--- src/rtl/product_accumulator.sv ---
// Accumulates BEATS adder-tree sums into one ACC_WIDTH result with overflow flag.
// Define PRODUCT_ACCUMULATOR_SATURATION_EN to clamp on overflow instead of wrapping.
module product_accumulator #(
  parameter int DATA_WIDTH = 4,
  parameter int ACC_WIDTH  = 8,
  parameter int BEATS      = 4
) (
  input  logic                  clk,
  input  logic                  rst_n,
  input  logic                  clear,
  input  logic                  in_valid,
  output logic                  in_ready,
  input  logic [DATA_WIDTH-1:0] in_data,
  output logic                  out_valid,
  input  logic                  out_ready,
  output logic [ACC_WIDTH-1:0]  out_data,
  output logic                  out_ovf
);

  localparam logic [1:0] IDLE  = 2'd0;
  localparam logic [1:0] ACCUM = 2'd1;
  localparam logic [1:0] HOLD  = 2'd2;

  localparam int CW = (BEATS > 1) ? $clog2(BEATS + 1) : 1;
  localparam logic [CW-1:0] LAST = CW'(BEATS - 1);

  logic [1:0]           state_q, state_d;
  logic [ACC_WIDTH-1:0] acc_q, acc_d;
  logic [CW-1:0]        cnt_q, cnt_d;
  logic                 ovf_q, ovf_d;

  logic [ACC_WIDTH:0]   sum;
  logic                 take;
  logic                 last;

  assign in_ready  = (state_q != HOLD);
  assign out_valid = (state_q == HOLD);
  assign out_data  = acc_q;
  assign out_ovf   = ovf_q;

  assign take = in_valid & in_ready & ~clear;
  assign last = (cnt_q == LAST);
  assign sum  = {1'b0, acc_q} + (ACC_WIDTH + 1)'(in_data);

  always_comb begin
    state_d = state_q;
    acc_d   = acc_q;
    cnt_d   = cnt_q;
    ovf_d   = ovf_q;
    if (clear) begin
      state_d = IDLE;
      acc_d   = '0;
      cnt_d   = '0;
      ovf_d   = 1'b0;
    end else begin
      case (state_q)
        IDLE, ACCUM: begin
          if (take) begin
`ifdef PRODUCT_ACCUMULATOR_SATURATION_EN
            // once clamped, any further carry keeps it pinned at max
            acc_d = sum[ACC_WIDTH] ? '1 : sum[ACC_WIDTH-1:0];
`else
            acc_d = sum[ACC_WIDTH-1:0];
`endif
            ovf_d   = ovf_q | sum[ACC_WIDTH];
            cnt_d   = cnt_q + CW'(1);
            state_d = last ? HOLD : ACCUM;
          end
        end
        HOLD: begin
          if (out_ready) begin
            state_d = IDLE;
            acc_d   = '0;
            cnt_d   = '0;
            ovf_d   = 1'b0;
          end
        end
        default: begin
          state_d = IDLE;
          acc_d   = '0;
          cnt_d   = '0;
          ovf_d   = 1'b0;
        end
      endcase
    end
  end

  always_ff @(posedge clk or negedge rst_n) begin
    if (!rst_n) begin
      state_q <= IDLE;
      acc_q   <= '0;
      cnt_q   <= '0;
      ovf_q   <= 1'b0;
    end else begin
      state_q <= state_d;
      acc_q   <= acc_d;
      cnt_q   <= cnt_d;
      ovf_q   <= ovf_d;
    end
  end

endmodule

--- config.mk ---
export PLATFORM = sky130hd
export DESIGN_NAME = product_accumulator
export DESIGN_NICKNAME = d
export VERILOG_FILES = /design/src/rtl/product_accumulator.sv
export SDC_FILE = /design/constraint.sdc
export NUM_CORES = 1
export LEC_CHECK = 0
export ABC_CLOCK_PERIOD_IN_PS = 3700
export BUFFER_PORTS_ARGS = -buffer_cell sky130_fd_sc_hd__buf_2
export CAP_MARGIN = 40
export CELL_PAD_IN_SITES_DETAIL_PLACEMENT = 2
export CELL_PAD_IN_SITES_GLOBAL_PLACEMENT = 2
export CORE_UTILIZATION = 34
export DETAILED_ROUTE_END_ITERATION = 10
export GPL_TIMING_DRIVEN = 0
export PLACE_DENSITY = 0.82
export SLEW_MARGIN = 20
export SYNTH_ARGS = -nofsm -noshare
export SYNTH_HDL_FRONTEND = slang
export SYNTH_SLANG_ARGS = --single-unit
--- constraint.sdc ---
create_clock -name clk -period 3.7 [get_ports clk]
set_clock_uncertainty 0.1 [all_clocks]
set_input_delay 0.74 -clock clk [delete_from_list [all_inputs] [get_ports clk]]
set_output_delay 0.74 -clock clk [all_outputs]
set_load 0.02 [all_outputs]
==> out/metrics.csv <==
stage,metric,value,unit
status,status,finished clean,
grt,grt.total_usage,19.7,%
logic_synthesis,synth_largest_area_cell,dfrtp_1,
clock_network,clkSlewWorstSetupHoldPaths,0.09,ns
cells_and_area,postLayoutCoreUtil,43.7,%
drt,initialDrtViolationCount,2,
sta,drv_slew,0,
floorplan,dieHeight,51.7,um
cells_and_area,seq_area,350,um^2
run,cap_viol_max_count,0,
cells_and_area,drive_above_1_share,26.7,%
sta,tightest_slew,0.408,ns
sta,finalSetupViolations,0,
logic_synthesis,ys_async_sr_fraction,100,%
logic_synthesis,yosysSeqAreaShare,41.7,%
drt,wl_per_cell,16.4,um
power,p_leak,0.000493,uW
worst_setup_path,path_cells,"buf_2, ha_1, fa_1, a21o_1, a21oi_1, nor4b_1, o21a_1",
sta,tns,0,ns
clock_network,htree_levels,1,
cells_and_area,syn_to_final_growth,18.2,%
drt,ant_nets,0,
cells_and_area,fin_nets,123,
grt,grt_pass1_wl,3.80,mm
worst_setup_path,cp_slowest_cell,fa_1,
cells_and_area,multi_input_area,449,um^2
drt,routed_wl,2.18,mm
worst_setup_path,path_class,in2reg,
logic_synthesis,ys.flop_type,dfrtp_1,
logic_synthesis,netlist-cell-type-count,31,
clock_network,cts_tree,done,
logic_synthesis,synth_warnings,0,
placed_design,place_congestion,0.628,
clock_network,numCtsBuffers,3,
worst_setup_path,cp.arrival,2.33,ns
placed_design,io_buffers,19,
clock_network,cts_sinks,14,
sta,finalCritPeriodShare,61.0,%
grt,antenna_found_initial,0,
sta,rsz0062_at_grt,no,
drt,via_count,732,
floorplan,start_util,36.9,%
drt,viasPerCell,5.50,
worst_setup_path,cp-end-kind,flip-flop,
clock_network,insertion_delay,0.28,ns
worst_setup_path,max_stage_delay,0.41,ns
grt,grt_max_degree,15,
cells_and_area,layoutNonFillerInstCount,133,
clock_network,cts_hold_buf,0,
logic_synthesis,avgSynthCellArea,10.1,um^2
clock_network,post_cts_buffers,0,
clock_network,cts_buffer_depth,2,
logic_synthesis,synth_area_leaders,"dfrtp_1, ha_1, nand2_1",
clock_network,cts_resized,0,
sta,fmax,0.443,GHz
logic_synthesis,syn_nets,99,
grt,grt_pass1_vias,830,
sta,finalHoldViolCount,0,
placed_design,place_hpwl,1.69,mm
floorplan,std_cell_rows,17,
worst_setup_path,cp_max_fo,5,
cells_and_area,num_antenna_cells,0,
worst_setup_path,start_kind,primary input,
sta,relSlewSlack,72.6,%
worst_hold_path,min_path_type,in2async,
placed_design,placed_cells,130,
cells_and_area,fill_cells,254,
power,powerDensity,424,nW/um^2
logic_synthesis,netlist.area_leader.share,41.7,%
drt,drc,0,
logic_synthesis,syn_area,841,um^2
worst_setup_path,worstPathRequired,3.77,ns
logic_synthesis,synth_edf_count,0,
drt,dr.pass1.iters,2,
floorplan,pin_count,20,
floorplan,fp.dieW,51.7,um
logic_synthesis,synth_commonest_cells,"dfrtp_1, nand2_1, ha_1, nor2_1",
logic_synthesis,synth_seq_cells,14,
floorplan,dieArea,2680,um^2
logic_synthesis,synth_cells,83,
floorplan,core-area,2280,um^2
clock_network,cts-root-buf,clkbuf_4,
grt,overflow,0,
logic_synthesis,yosysMostFrequentCell,dfrtp_1,
sta,min_period,2.26,ns
power,ir_worst_vdd,0.188,mV
[cell families after synthesis]
| group | share of synthesized area, % |
|---|---|
| XOR/XNOR | 2.08 |
| AO/OA/AOI/OAI | 24.6 |
| flip-flops | 41.7 |
| adder cells (fa/ha/maj) | 11.3 |
| AND/OR/NAND/NOR | 15.5 |
| buffers and inverters | 4.91 |
[routing by layer]
layer  up-vias  wire length [um]  share of wire, %  global-route usage (%)
met1       369               945                43                    21.7
li1        351                 -                 -                       -
met3         0                68               3.1                    6.14
met4         0                 0                 0                    3.60
met5         -                 0                 0                       0
met2        12              1170                54                    36.8
[power by group]
group          internal (uW)  switching (uW)
clock network           37.8            49.6
logic                   56.9            86.8
registers                171            18.7
[placed cells by master (no fill, tap or decap), drive strengths merged, types with 2 or more instances in the layout]
| cell type | count |
|---|---|
| a21oi | 2 |
| o41ai | 3 |
| o21a | 2 |
| a21boi | 2 |
| ha | 6 |
| o31ai | 4 |
| a211oi | 2 |
| o21ai | 6 |
| dfrtp | 14 |
| buf | 22 |
| o311ai | 2 |
| nor2 | 6 |
| a21o | 3 |
| clkbuf | 3 |
| or3 | 2 |
| inv | 3 |
| nand2 | 12 |
[area by class of cell]
cell class                      instances  area share, %
Inverter                                3           1.13
Clock buffer                            3           2.27
Buffer                                  3           3.02
Sequential cell                        14           35.3
Multi-Input combinational cell         63           45.2
Timing Repair Buffer                   19           9.57
Tap cell                               28           3.53
[state kept, by name, indices dropped and copies added, names as in the netlist]
name,count
out_data,8
cnt_q,3
state_q,2
out_ovf,1
[stage by stage]
| step | area, um^2 | setup WS [ns] | power (uW) | hold WS, ns |
|---|---|---|---|---|
| 3_3_place_gp | 971 | 1.13 | 326 | 0.363 |
| 4_1_cts | 993 | 1.44 | 427 | 0.247 |
| 2_1_floorplan | 841 | 1.42 | 286 | 0.344 |
| 6_report | 993 | 1.44 | 421 | 0.242 |
| 5_1_grt | 993 | 1.36 | 455 | 0.251 |
| 3_5_place_dp | 971 | 1.14 | 337 | 0.379 |
[critical path, delay by kind of cell]
| family | cells | cell delay (ns) |
|---|---|---|
| AO/OA/AOI/OAI | 3 | 0.74 |
| adder cells (fa/ha/maj) | 2 | 0.64 |
| AND/OR/NAND/NOR | 1 | 0.11 |
| buffers and inverters | 1 | 0.10 |
[final timing paths]
path | startpoint | end | slack, ns | cells past startpoint
max in group asynchronous | rst_n | out_data[6]$_DFFE_PN0P_ | 3.01 | 1
worst min register to register | cnt_q[2]$_DFFE_PN0P_ | cnt_q[2]$_DFFE_PN0P_ | 0.40 | 2
worst max-delay path | in_data[0] | out_ovf$_DFFE_PN0P_ | 1.44 | 7
worst max register to register | out_data[0]$_DFFE_PN0P_ | out_ovf$_DFFE_PN0P_ | 1.60 | 6
min in group clk | cnt_q[2]$_DFFE_PN0P_ | cnt_q[2]$_DFFE_PN0P_ | 0.40 | 2
worst min-delay path | rst_n | cnt_q[1]$_DFFE_PN0P_ | 0.24 | 1
No activity file was read; power rests on OpenSTA's default activity.
